File: config.mk
export PLATFORM = sky130hd
export DESIGN_NAME = draw_grid
export DESIGN_NICKNAME = d
export VERILOG_FILES = /design/src/rtl/draw_pkg.sv /design/src/rtl/draw_grid_frame_blink.sv /design/src/rtl/draw_grid.sv
export SDC_FILE = /design/constraint.sdc
export NUM_CORES = 1
export LEC_CHECK = 0
export ABC_AREA = 1
export BUFFER_PORTS_ARGS = -buffer_cell sky130_fd_sc_hd__buf_2
export CAP_MARGIN = 40
export CORE_MARGIN = 2
export CORE_UTILIZATION = 56
export DETAILED_ROUTE_END_ITERATION = 10
export GPL_TIMING_DRIVEN = 1
export PLACE_DENSITY = 0.75
export SYNTH_ARGS = -nofsm -noshare
export SYNTH_HDL_FRONTEND = slang
export SYNTH_SLANG_ARGS = --single-unit
File: constraint.sdc
create_clock -name clk -period 4.5 [get_ports clk]
set_input_delay 0.9 -clock clk [delete_from_list [all_inputs] [get_ports clk]]
set_output_delay 0.9 -clock clk [all_outputs]
set_load 0.05 [all_outputs]
File: src/rtl/draw_pkg.sv
// Shared constants and types for the grid renderer.
//   RGB444 colour constants, visible-raster limits of the 1024x768 VGA mode,
//   cell-index width and the cell coordinate type used for the cursor.
package draw_pkg;

  localparam int IDX_W = 5;
  localparam int H_VIS = 1024;
  localparam int V_VIS = 768;

  typedef logic [11:0]      rgb_t;
  typedef logic [IDX_W-1:0] idx_t;

  typedef struct packed {
    idx_t col;
    idx_t row;
  } cell_t;

  localparam rgb_t RGB_BLACK = 12'h000;
  localparam rgb_t RGB_WHITE = 12'hFFF;
  localparam rgb_t RGB_RED   = 12'hF00;

endpackage

File: src/rtl/draw_grid_frame_blink.sv
// Cursor blink timer.
//   clk, rst     : pixel clock, asynchronous active-high reset
//   frame_start  : one-cycle pulse at raster position (0,0)
//   blink_phase  : 1 = cursor shown in the current frame
// The phase changes only at frame starts, so a frame is never torn. The
// phase presented for a frame is the one computed at the previous frame
// start, which makes the first phase after reset last BLINK_FRAMES frames.
module frame_blink #(
  parameter int BLINK_FRAMES = 30
) (
  input  logic clk,
  input  logic rst,
  input  logic frame_start,
  output logic blink_phase
);

  localparam int CNT_W = (BLINK_FRAMES > 1) ? $clog2(BLINK_FRAMES) : 1;
  localparam logic [CNT_W-1:0] LAST = CNT_W'(BLINK_FRAMES - 1);

  logic [CNT_W-1:0] frame_cnt;
  logic             phase_nxt;

  always_ff @(posedge clk or posedge rst) begin
    if (rst) begin
      frame_cnt   <= '0;
      phase_nxt   <= 1'b1;
      blink_phase <= 1'b1;
    end else if (frame_start) begin
      blink_phase <= phase_nxt;
      if (frame_cnt == LAST) begin
        frame_cnt <= '0;
        phase_nxt <= ~phase_nxt;
      end else begin
        frame_cnt <= frame_cnt + CNT_W'(1);
      end
    end
  end

endmodule

File: src/rtl/draw_grid.sv
// Grid / cursor renderer for a cell-based play area on a VGA raster.
//   clk, rst                 : pixel clock, asynchronous active-high reset
//   hcount, vcount           : raster position from the timing generator
//   cursor_col/row, _load    : cursor request, captured on the load strobe
//   cursor_en, blink_en      : cursor drawing / blinking enables
//   pixel                    : RGB444 colour, two cycles after hcount/vcount
//   in_grid, cell_col/row    : play-area membership and cell of that pixel
// Cell indices come from counters that follow the raster, so no divider is
// needed; they rely on hcount stepping by one per clock within a line.
module draw_grid
  import draw_pkg::*;
#(
  parameter int   X0           = 0,
  parameter int   Y0           = 30,
  parameter int   CELL_W       = 32,
  parameter int   CELL_H       = 32,
  parameter int   COLS         = 24,
  parameter int   ROWS         = 17,
  parameter int   BORDER       = 2,
  parameter int   BLINK_FRAMES = 30,
  parameter rgb_t LINE_RGB     = RGB_WHITE,
  parameter rgb_t BG_RGB       = RGB_BLACK,
  parameter rgb_t CUR_RGB      = RGB_RED
) (
  input  logic        clk,
  input  logic        rst,
  input  logic [10:0] hcount,
  input  logic [9:0]  vcount,
  input  logic [4:0]  cursor_col,
  input  logic [4:0]  cursor_row,
  input  logic        cursor_load,
  input  logic        cursor_en,
  input  logic        blink_en,
  output logic [11:0] pixel,
  output logic        in_grid,
  output logic [4:0]  cell_col,
  output logic [4:0]  cell_row
);

  localparam logic [10:0] X_LO      = 11'(X0);
  localparam logic [10:0] X_SPAN    = 11'(COLS * CELL_W);
  localparam logic [10:0] XB_HI     = 11'(COLS * CELL_W - BORDER);
  localparam logic [9:0]  Y_LO      = 10'(Y0);
  localparam logic [9:0]  Y_SPAN    = 10'(ROWS * CELL_H);
  localparam logic [9:0]  YB_HI     = 10'(ROWS * CELL_H - BORDER);
  localparam logic [10:0] XB_LO     = 11'(BORDER);
  localparam logic [9:0]  YB_LO     = 10'(BORDER);
  localparam logic [10:0] HSUB_LAST = 11'(CELL_W - 1);
  localparam logic [9:0]  VSUB_LAST = 10'(CELL_H - 1);
  localparam logic [5:0]  COLS_W    = 6'(COLS);
  localparam logic [5:0]  ROWS_W    = 6'(ROWS);

  function automatic rgb_t pick_rgb(input logic in_area, input logic bord,
                                    input logic line_px, input logic cur_px);
    rgb_t rgb;
    if (!in_area)              rgb = BG_RGB;
    else if (bord || line_px)  rgb = LINE_RGB;
    else if (cur_px)           rgb = CUR_RGB;
    else                       rgb = BG_RGB;
    return rgb;
  endfunction

  logic        frame_start;
  logic        blink_phase;
  logic        load_ok;
  cell_t       act_q, pend_q;
  logic        pend_vld_q;

  logic [10:0] hsub_q, hsub_c;
  idx_t        hcol_q, hcol_c;
  logic [9:0]  vsub_q, vsub_c;
  idx_t        vrow_q, vrow_c;

  logic [10:0] dx;
  logic [9:0]  dy;
  logic        in_area_c, border_c, line_c, cur_c;

  logic        in_area_p0, border_p0, line_p0, cur_p0;
  idx_t        col_p0, row_p0;

  assign frame_start = (hcount == '0) && (vcount == '0);
  assign load_ok     = cursor_load && ({1'b0, cursor_col} < COLS_W)
                                   && ({1'b0, cursor_row} < ROWS_W);

  frame_blink #(.BLINK_FRAMES(BLINK_FRAMES)) u_blink (
    .clk         (clk),
    .rst         (rst),
    .frame_start (frame_start),
    .blink_phase (blink_phase)
  );

  // Pending cursor is double-buffered and only promoted at frame start; a
  // load in the same cycle lands in pending after the promotion.
  always_ff @(posedge clk or posedge rst) begin
    if (rst) begin
      act_q      <= '0;
      pend_q     <= '0;
      pend_vld_q <= 1'b0;
    end else begin
      if (frame_start && pend_vld_q) begin
        act_q      <= pend_q;
        pend_vld_q <= 1'b0;
      end
      if (load_ok) begin
        pend_q     <= '{col: cursor_col, row: cursor_row};
        pend_vld_q <= 1'b1;
      end
    end
  end

  // Counter values for the pixel currently on hcount/vcount. The registers
  // hold the prediction for the next pixel; restarts override them.
  always_comb begin
    hsub_c = hsub_q;
    hcol_c = hcol_q;
    vsub_c = vsub_q;
    vrow_c = vrow_q;
    if (hcount == X_LO) begin
      hsub_c = '0;
      hcol_c = '0;
    end
    if (hcount == '0) begin
      if (vcount == Y_LO) begin
        vsub_c = '0;
        vrow_c = '0;
      end else if (vsub_q == VSUB_LAST) begin
        vsub_c = '0;
        vrow_c = vrow_q + IDX_W'(1);
      end else begin
        vsub_c = vsub_q + 10'd1;
      end
    end
  end

  always_ff @(posedge clk or posedge rst) begin
    if (rst) begin
      hsub_q <= '0;
      hcol_q <= '0;
      vsub_q <= '0;
      vrow_q <= '0;
    end else begin
      hsub_q <= (hsub_c == HSUB_LAST) ? '0 : hsub_c + 11'd1;
      hcol_q <= (hsub_c == HSUB_LAST) ? hcol_c + IDX_W'(1) : hcol_c;
      vsub_q <= vsub_c;
      vrow_q <= vrow_c;
    end
  end

  // Offsets wrap to large values left of / above the area, so a single
  // unsigned compare covers both sides.
  always_comb begin
    dx        = hcount - X_LO;
    dy        = vcount - Y_LO;
    in_area_c = (dx < X_SPAN) && (dy < Y_SPAN) &&
                (hcount < 11'(H_VIS)) && (vcount < 10'(V_VIS));
    border_c  = (dx < XB_LO) || (dx >= XB_HI) || (dy < YB_LO) || (dy >= YB_HI);
    line_c    = (hsub_c == '0) || (vsub_c == '0);
    cur_c     = cursor_en && (!blink_en || blink_phase) &&
                (hcol_c == act_q.col) && (vrow_c == act_q.row);
  end

  // ---- stage p0: classify pixel ----
  always_ff @(posedge clk) begin
    in_area_p0 <= in_area_c;
    border_p0  <= border_c;
    line_p0    <= line_c;
    cur_p0     <= cur_c;
    col_p0     <= hcol_c;
    row_p0     <= vrow_c;
  end

  // ---- stage p1: registered outputs ----
  always_ff @(posedge clk or posedge rst) begin
    if (rst) begin
      pixel    <= BG_RGB;
      in_grid  <= 1'b0;
      cell_col <= '0;
      cell_row <= '0;
    end else begin
      pixel    <= pick_rgb(in_area_p0, border_p0, line_p0, cur_p0);
      in_grid  <= in_area_p0;
      cell_col <= in_area_p0 ? col_p0 : '0;
      cell_row <= in_area_p0 ? row_p0 : '0;
    end
  end

endmodule
== Word level (Yosys, flattened, before mapping) ==
Cells that the tools add are included.

* Logic and storage cells: 86
* Bits in registers: 96
* Input bits: 36
* Output and inout bits: 23

* Bitwise logic cells: 1
* Mux-type cells: 18
* Order comparisons: 10
* Reduce and logical (&&, ||, !) cells: 23
* Add/subtract/negate cells: 6
* Equality and inequality tests: 6

{| class="wikitable"
|+ Operator list
! operator !! count
|-
| 5-bit 2-to-1 mux || 8
|-
| 12-bit 2-to-1 mux || 3
|-
| 10-bit 2-to-1 mux || 3
|-
| 11-bit logical NOT || 2
|-
| 11-bit 2-to-1 mux || 2
|-
| 10-bit by 5-bit == test with 1-bit output (second input constant) || 2
|-
| 10-bit logical NOT || 2
|-
| 10-bit less-than comparator (second input constant) || 2
|-
| 5-bit by 1-bit adder with 5-bit output (second input constant) || 3
|-
| 11-bit by 1-bit adder with 11-bit output (second input constant) || 1
|-
| 11-bit by 5-bit == test with 1-bit output (second input constant) || 1
|-
| 11-bit by 10-bit greater-or-equal comparator with 1-bit output (second input constant) || 1
|-
| 11-bit by 10-bit less-than comparator with 1-bit output (second input constant) || 1
|-
| 11-bit less-than comparator (second input constant) || 1
|-
| 11-bit by 2-bit less-than comparator with 1-bit output (second input constant) || 1
|-
| 10-bit by 1-bit adder with 10-bit output (second input constant) || 1
|-
| 5-bit == test || 2
|-
| 10-bit greater-or-equal comparator (second input constant) || 1
|-
| 1-bit logical AND || 10
|-
| 10-bit by 2-bit less-than comparator with 1-bit output (second input constant) || 1
|-
| 5-bit less-than comparator (second input constant) || 2
|-
| 10-bit by 5-bit subtractor with 10-bit output (second input constant) || 1
|-
| 1-bit logical OR || 6
|-
| 5-bit == test (second input constant) || 1
|-
| other kinds (5) || 6
|}

== Logic depth before layout (Yosys ltp) ==
Gate-level depths: netlist of run 1.

* Word-level depth: 6
* Depth in mapped cells: 16
* Gate-level depth less buffers: 15

== By module ==
A second synthesis of run 1 with hierarchy kept.

* Cell total of the unflattened synthesis: 588
* Area total of the unflattened synthesis: 4514.3 um2

{| class="wikitable"
|+ Modules (own cells, without submodules)
! module !! area each (um2) !! seq. area each (um2) !! times used !! cells an instance
|-
| draw_grid || 4164.0 || 1906.8 || 1 || 544
|-
| frame_blink || 350.3 || 177.7 || 1 || 44
|}

== Least setup slack after synthesis of run 1 ==
Ideal clock, no wire load.

* Path kind: input -> register
* Start point: input port hcount[1]
* End point: register hsub_q[10]
* Library setup time: 113 ps
* Slack: 1980 ps
* Required time: 4387 ps
* Data arrival time: 2407 ps
* Cell stages on the path: 15
* Cells stage by stage: nor2_1 nand2_1 nor2_4 nand2_4 inv_2 buf_2 nor2_1 ha_1 inv_1 nor3_4 nand2_1 nor2_2 nand4_1 nand2_1 inv_1

* Word-level cells in the longest chain between the ends: 4

{| class="wikitable"
|+ Ends and longest elaborated chain
! what !! line !! text
|-
| from (decl) || draw_grid.sv:27 || <nowiki>input logic [10:0] hcount,</nowiki>
|-
| 11-bit logical NOT * || draw_grid.sv:118 || <nowiki>if (hcount == X_LO) begin</nowiki>
|-
| 11-bit 2-to-1 mux * || draw_grid.sv:118 ||
|-
| 11-bit by 1-bit adder with 11-bit output or 11-bit by 5-bit == test with 1-bit output (tied branches) || draw_grid.sv:142 || <nowiki>hsub_q <= (hsub_c == HSUB_LAST) ? '0 : hsub_c + 11'd1;</nowiki>
|-
| 11-bit 2-to-1 mux * || draw_grid.sv:142 ||
|-
| to (signal assigned) || draw_grid.sv:142 ||
|-
| to (decl) || draw_grid.sv:69 || <nowiki>logic [10:0] hsub_q, hsub_c;</nowiki>
|}

Mark *: on every way between the ends. The rest lies on a longest branch, timed or not.
A chain may end at the register's enable or synchronous reset.

== Final worst setup path of run 1 ==
Ends and elaborated chain as after synthesis.

==> out/summary.log, run 1 <==
[clock_network] maximum buffer depth of the clock tree 2
[sta] minimum hold slack 0.412 ns
[sta] headroom to the max-slew limit 0.564
[route] ANT nets after route 0
[clock_network] CTS H-Tree Depth 3
[setup_path] kind of start point of the critical path primary input
[synthesis] Synthesized Nets 607
[setup_path] family of cells with the greatest summed delay on the critical path simple AND/OR/NAND/NOR gates
[setup_path] cell repeated most along the worst path sky130_fd_sc_hd__nand2_1
[synthesis] synthesized-area fraction occupied by ao, oa, aoi and oai cells 0.0706
[synthesis] number of instances in the synthesized netlist 562
[setup_path] worst r2r src vsub_q[0]$_DFF_PP0_
[setup_path] critical path capture point type register
[clock_network] clock edge transition at the registers on the reported setup and hold paths 0.08 ns
[power_and_ir_drop] Leak Pwr 2.74 nW
[route] first-pass iteration count of the detailed router 4
[synthesis] portion of synthesized cell area occupied by the leading cell type 0.392
[power_and_ir_drop] proportion of power drawn by flip-flops and latches 0.503
[synthesis] top post-synthesis cells by area sky130_fd_sc_hd__dfrtp_1, sky130_fd_sc_hd__nand2_1, sky130_fd_sc_hd__inv_1
[power_and_ir_drop] switching share of total power 0.299
[synthesis] adder-cell share of the synthesized area 0.0252
[setup_path] crit path DAT 3.00 ns
[floorplanning] die outline height 93.3 microns
[route] routed wire length 8500 microns
[clock_network] CTS tree done
[place] placed wire-length estimate 6360 microns
[sta] Min Clock Period, post-route 2.74 ns
[clock_network] worst skew pair latency 0.37 ns
[synthesis] count of synthesis-stage warnings from yosys 0
[power_and_ir_drop] largest vdd supply drop 0.000207 V
[power_and_ir_drop] net switching power 508 uW
[sta] RSZ-0062 raised after global routing no
[synthesis] Mapped Area 0.00447 sq mm
[route] overall via count from detail_route 3,637
[synthesis] multiplexer share of the synthesized area 0
[layout] total number of nets in the final design 659
[setup_path] peak per-stage delay on the critical path 0.28 ns
[hold_path] worst min-delay path endpoint cell_row[4]$_DFF_PP0_
[clock_network] setup fix buffers added after clock tree synthesis 0
[synthesis] top cell type by total area after synthesis sky130_fd_sc_hd__dfrtp_1
[place] global placement routability congestion 0.831
[global_route] vias in the first global route 3,568
[global_route] largest net degree at the start of global routing 48
[global_route] initial antenna violation count 0
[sta] pins over their slew limit 0
[setup_path] worst setup slack for register-to-register paths 2.37 ns
[power_and_ir_drop] Combinational Power Share 0.169
[floorplanning] I/O pins 59
[setup_path] endpoint of the lowest-slack register-to-register path line_p0$_DFF_P_
[floorplanning] std cell rows 32
[setup_path] CP cell instances buf_2 -> nor2_1 -> nand2_1 -> nor2_4 -> nand2_4 -> inv_2 -> nor2_1 -> ha_1 -> inv_1 -> nor3_4 -> nand2_1 -> nor2_2 -> nand4_1 -> nand2_1 -> inv_1
[power_and_ir_drop] PD cells 342 mW/mm^2
[layout] number of cells in the finished layout apart from fillers 721
[clock_network] count of cells resized by post-cts repair 0
[sta] worst-margin pin slew 0.652 ns
[synthesis] simple-gate share of the synthesized area 0.291
[hold_path] worst min-delay path category reg -> reg
[setup_path] critical path data required time 4.76 ns
[place] number of input and output port buffers inserted 58
[clock_network] count of clock tree sinks 86
[global_route] gr ovfl total 0
[floorplanning] core region area 0.00773 sq mm
[synthesis] xor-xnor portion of the synthesized cell area 0.0294
[sta] highest clock frequency the design can meet 365 MHz
[setup_path] CP Buf/Inv Count 4
[sta] final period utilization 0.609
[route] remaining design rule violation count 0
[floorplanning] starting utilization of the core area 0.578
[route] vias per cell 5.04
[sta] final setup fails 0
[place] placed inst area 0.00477 sq mm
[outcome] status completed
[synthesis] fraction of the yosys area taken by sequential cells 0.467
[layout] diode insertion count for antenna repair 0
[hold_path] Hold Path Stages 2
[setup_path] path depth of the worst reg2reg path 11
[synthesis] average instance area after synthesis 7.95 sq um
[route] detailed-route wire length per cell 11.8 microns
[sta] Final Hold Fails 0
[setup_path] worst-path fanout max 33
[floorplanning] Die W 93.3 microns
[power_and_ir_drop] portion of total power attributed to the clock network 0.328
[layout] layout-stage area growth over the synthesis result 11.1%
[sta] final setup skew 0.0123 ns
[sta] aggregate negative setup slack 0 ns
[global_route] global routing usage summed across all routing layers 0.218
[place] placed instance count 705
[hold_path] launch point of the worst hold path row_p0[4]$_DFF_P_
[synthesis] register bit count reported by yosys 86
[clock_network] CTS Buf Count 9
[synthesis] Distinct cells, synth 41
[power_and_ir_drop] Power Internal 1.19 mW
[layout] fraction of layout instances using a drive strength above 1 0.171
[clock_network] hold-fix buffer count after cts 0
[layout] Finished Cell Area 0.00497 sq mm
[global_route] first-pass GRT wire length 15,000 microns
[floorplanning] DIE AREA 0.00871 sq mm
[run] maximum capacitance violations 0
[synthesis] dominant combinational cell family by area after synthesis simple AND/OR/NAND/NOR gates
[setup_path] start-to-end type of the worst setup path in -> reg
[setup_path] cell with the biggest individual delay on the critical path sky130_fd_sc_hd__nand2_4
[clock_network] clock tree root driver cell sky130_fd_sc_hd__clkbuf_8
[route] number of DRC markers in iteration 0 133
## tightest hold or removal path: cells and delay by family, from the launching register on
kind                   cells  cell delay, ns
DFF                        1            0.30
buffers and inverters      1            0.03
and+or+nand+nor            1            0.05
## Yosys cell counts, drive strengths merged
cell    instances
nand2         139
inv           105
dfrtp          70
nor2           56
nand3          38
o21ai          34
nand4          18
buf            16
dfxtp          14
nor3           13
xor2           13
a21oi          11
ha              9
nand3b          9
clkbuf          2
dfstp           2
o21bai          2
xnor2           2
a21boi          1
a31oi           1
and2            1
o21a            1
o22ai           1
o31ai           1
o32ai           1
o41ai           1
or2             1
## layout by cell type (no fill, tap or decap), drive strengths merged
master    count
or2           1
a31oi         1
nand3        38
o31ai         1
ha            9
o21a          1
o32ai         1
a21boi        1
a21oi        11
buf          59
clkinvlp      1
o21ai        34
and2          1
nor2         56
nand2       139
nand4        18
nor3         13
xor2         13
o22ai         1
bufinv        1
xnor2         2
o21bai        2
dfstp         2
clkbuf       12
o41ai         1
dfrtp        70
clkinv        1
dfxtp        14
nand3b        9
inv         106
## registers in the layout, indices dropped and copies added (netlist names)
name	flops
in_grid	1
pend_q	10
col_p0	5
cur_p0	1
line_p0	1
u_blink.phase_nxt	1
row_p0	5
vrow_q	5
in_area_p0	1
u_blink.blink_phase	1
cell_col	5
hsub_q	11
cell_row	5
hcol_q	5
vsub_q	10
pixel	2
act_q	10
border_p0	1
pend_vld_q	1
u_blink.frame_cnt	5
## layer usage
metal	vias to the layer above	wire, microns	track usage
li1	1861	-	-
met1	1706	3660	0.261
met2	57	4400	0.383
met3	13	282	0.0451
met4	0	157	0.0846
met5	-	0	0
## final cells by class
class	instances	area, sq um
fillers	648	2760
flip-flops and latches	86	2080
multi-input cells	353	1860
inverters	105	397
repair buffers	59	298
clock buffers	12	145
well taps	102	128
clock inverters	4	55.1
## worst max path at each step
stage              start                    to  slack (ns)  depth (start not counted)
6_report       hcount[1]  hsub_q[10]$_DFF_PP0_        1.76                         15
5_1_grt        hcount[1]  hsub_q[10]$_DFF_PP0_        1.48                         15
4_1_cts        hcount[1]  hsub_q[10]$_DFF_PP0_        1.76                         15
3_5_place_dp   hcount[1]  hsub_q[10]$_DFF_PP0_        1.38                         15
3_3_place_gp   hcount[1]  hsub_q[10]$_DFF_PP0_        1.52                         15
2_1_floorplan        rst  act_q[0]$_DFFE_PP0P_        1.78                          1
## per-stage QoR
step           setup slack, ns  total power, mW   util
2_1_floorplan             1.78             1.10      -
3_3_place_gp              1.52             1.15  0.617
3_5_place_dp              1.38             1.16  0.617
4_1_cts                   1.76             1.72  0.643
5_1_grt                   1.48             1.79  0.643
6_report                  1.76             1.70  0.643
## power groups by stage
| stage | registers (mW) | logic [mW] | clock network [mW] |
|---|---|---|---|
| after floorplan | 0.884 | 0.215 | 0 |
| after global placement | 0.869 | 0.282 | 0 |
| after detailed placement | 0.871 | 0.289 | 0 |
| after CTS | 0.855 | 0.291 | 0.575 |
| after global routing | 0.861 | 0.328 | 0.596 |
| final | 0.855 | 0.287 | 0.557 |
## cells by family after synthesis
group,Yosys count
xor gates and xnor gates,15
buffers and inverters,123
AOI/OAI and AO/OA,54
DFF,86
adders and majority gates,9
and+or+nand+nor,275
Note: power is estimated with default switching activity, not from simulation.
==> run 2, diff against run 1 <==
Clock period 4.5 ns to 2.8 ns, I/O delays scaled along.
==> out/summary.log, run 2 (synthesis gave the netlist of run 1 again) <==
[global_route] vias in the first global route 3,602 [+0.95%]
[setup_path] crit path DAT 2.40 ns [-0.60 ns]
[route] ANT nets after route 0 [unchanged]
[sta] post-layout worst setup margin 0.693 ns [-1.07 ns]
[route] remaining design rule violation count 0 [unchanged]
[setup_path] endpoint of the lowest-slack register-to-register path line_p0$_DFF_P_
[hold_path] worst min-delay path category in -> async
[place] placed instance count 708 [+0.43%]
[clock_network] count of cells resized by post-cts repair 0 [unchanged]
[floorplanning] die outline height 93.3 microns [unchanged]
[sta] final period utilization 0.752
[power_and_ir_drop] total design power 2.80 mW [+65%]
[global_route] gr ovfl total 0 [unchanged]
[sta] Final Hold Fails 0 [unchanged]
[layout] number of flip-flops in the largest register 11 [unchanged]
[global_route] initial antenna violation count 0 [unchanged]
[place] number of input and output port buffers inserted 58 [unchanged]
[setup_path] path depth of the worst reg2reg path 11 [unchanged]
[floorplanning] Die W 93.3 microns [unchanged]
[layout] commonest non-fill, non-tap cells in the layout sky130_fd_sc_hd__nand2_1, sky130_fd_sc_hd__inv_1, sky130_fd_sc_hd__dfrtp_1, sky130_fd_sc_hd__buf_2, sky130_fd_sc_hd__nor2_1
[sta] highest clock frequency the design can meet 475 MHz
[layout] number of cells in the finished layout apart from fillers 724 [+0.42%]
[route] overall via count from detail_route 3,640 [+0.082%]
[layout] layout-stage area growth over the synthesis result 12.2%
[clock_network] hold-fix buffer count after cts 0 [unchanged]
[sta] RSZ-0062 raised after global routing no
[route] routed wire length 8610 microns [+1.3%]
[sta] final setup skew 0.00938 ns [-0.00291 ns]
[layout] total number of nets in the final design 662 [+0.46%]
[setup_path] critical path data required time 3.09 ns [-1.67 ns]
[route] detailed-route wire length per cell 11.9 microns [+0.85%]
[floorplanning] starting utilization of the core area 0.578 [unchanged]
[clock_network] CTS tree done
[route] first-pass iteration count of the detailed router 5 [+1]
[place] placed wire-length estimate 6440 microns [+1.2%]
[sta] aggregate negative setup slack 0 ns [unchanged]
[clock_network] count of clock tree sinks 86 [unchanged]
[floorplanning] core region area 0.00773 sq mm [unchanged]
[setup_path] worst setup slack for register-to-register paths 0.69 ns [-1.68 ns]
[route] vias per cell 5.03 [-0.33%]
[setup_path] critical path capture point type register
[sta] worst-margin pin slew 0.597 ns [-0.0551 ns]
[floorplanning] I/O pins 59 [unchanged]
[clock_network] clock edge transition at the registers on the reported setup and hold paths 0.09 ns [about the same]
[layout] fraction of layout instances using a drive strength above 1 0.175 [+0.00400]
[global_route] first-pass GRT wire length 15,200 microns [+1.2%]
[power_and_ir_drop] Leak Pwr 2.77 nW [+1.1%]
[clock_network] worst skew pair latency 0.36 ns [about the same]
[layout] diode insertion count for antenna repair 0 [unchanged]
[setup_path] worst-path fanout max 7 [-79%]
[clock_network] maximum buffer depth of the clock tree 2 [unchanged]
[sta] headroom to the max-slew limit 0.601 [+0.0374]
[clock_network] CTS H-Tree Depth 3 [unchanged]
[setup_path] start-to-end type of the worst setup path reg -> reg
[sta] Min Clock Period, post-route 2.11 ns
[floorplanning] DIE AREA 0.00871 sq mm [unchanged]
[layout] area taken by flip-flops and latches 0.00208 sq mm [unchanged]
[clock_network] setup fix buffers added after clock tree synthesis 0 [unchanged]
[layout] final standard cell utilization of the core 0.649 [+0.00631]
[sta] pins over their slew limit 0 [unchanged]
[place] post-placement setup slack 0.318 ns [-1.06 ns]
[global_route] global routing usage summed across all routing layers 0.219 [+0.00162]
[run] maximum capacitance violations 0 [unchanged]
[power_and_ir_drop] largest vdd supply drop 0.000308 V [+49%]
[clock_network] CTS Buf Count 9 [unchanged]
[route] number of DRC markers in iteration 0 206 [+55%]
[sta] final setup fails 0 [unchanged]
[layout] most common cell after layout, fill and taps aside sky130_fd_sc_hd__nand2_1
[outcome] status completed
[clock_network] clock tree root driver cell sky130_fd_sc_hd__clkbuf_8
[layout] fillers 670 [+3.4%]
[layout] largest reg by FF count hsub_q
[setup_path] worst r2r src vsub_q[0]$_DFF_PP0_
[layout] area of combinational cells with multiple inputs 0.00186 sq mm [unchanged]
[global_route] largest net degree at the start of global routing 46 [-4.2%]
[power_and_ir_drop] PD cells 559 mW/mm^2 [+63%]
[setup_path] kind of start point of the critical path register
[floorplanning] std cell rows 32 [unchanged]
[place] global placement routability congestion 0.825 [-0.76%]
-- run 2: cell types whose count changed in the layout (fill, tap and decap cells not counted) --
cell / change
sky130_fd_sc_hd__buf_12: +1
sky130_fd_sc_hd__buf_4: +2
sky130_fd_sc_hd__bufinv_16: +1
sky130_fd_sc_hd__clkbuf_8: -1
sky130_fd_sc_hd__clkinv_2: +1
sky130_fd_sc_hd__clkinvlp_4: -1
-- run 2: layout make-up --
class                   instances  share of cell area
flip-flops and latches         86               0.416
well taps                     102              0.0254
clock buffers                  11              0.0262
clock inverters                 5              0.0165
inverters                     105              0.0791
multi-input cells             353               0.371
repair buffers                 62              0.0664
-- run 2: worst max-delay path by stage --
| stage | from | endpoint | cells past startpoint |
|---|---|---|---|
| floorplan | rst | act_q[0]$_DFFE_PP0P_ | 1 |
| global placement | hcount[1] | act_q[7]$_DFFE_PP0P_ | 12 |
| detailed placement | hcount[1] | hsub_q[10]$_DFF_PP0_ | 15 |
| CTS | hcount[1] | hsub_q[10]$_DFF_PP0_ | 15 |
| global route | vsub_q[0]$_DFF_PP0_ | line_p0$_DFF_P_ | 11 |
| finish | vsub_q[0]$_DFF_PP0_ | line_p0$_DFF_P_ | 11 |
-- run 2: routing by layer --
metal / routed length (microns) / global-route usage / up-vias
li1: - / - / 1863
met3: 360 / 0.0564 / 12
met2: 4310 / 0.367 / 80
met1: 3810 / 0.273 / 1685
met5: 0 / 0 / -
met4: 131 / 0.0858 / 0
-- run 2: where the power goes --
part           internal [mW]  switching, mW  leakage (nW)  total (mW)
clock                  0.507          0.445         0.108       0.952
combinational          0.148          0.324          1.72       0.473
sequential              1.33         0.0504         0.940        1.38
-- run 2: metrics by stage --
step                      hold WS [ns]  area, sq um
after floorplan                  0.357         4470
after global placement           0.398         4800
after detailed placement         0.404         4800
after CTS                        0.276         5010
after global routing             0.303         5010
final                            0.250         5010
-- run 2: critical path, stage by stage (launching register included) --
cell                      delay, ns
sky130_fd_sc_hd__dfrtp_1       0.43
sky130_fd_sc_hd__ha_1          0.22
sky130_fd_sc_hd__nand2_1       0.08
sky130_fd_sc_hd__nor2_1        0.21
sky130_fd_sc_hd__nand3_1       0.21
sky130_fd_sc_hd__nand2_1       0.21
sky130_fd_sc_hd__nand2_2       0.14
sky130_fd_sc_hd__nand3_1       0.14
sky130_fd_sc_hd__nand2_1       0.07
sky130_fd_sc_hd__nor2_1        0.15
sky130_fd_sc_hd__nand3_1       0.09
sky130_fd_sc_hd__nand2_1       0.09
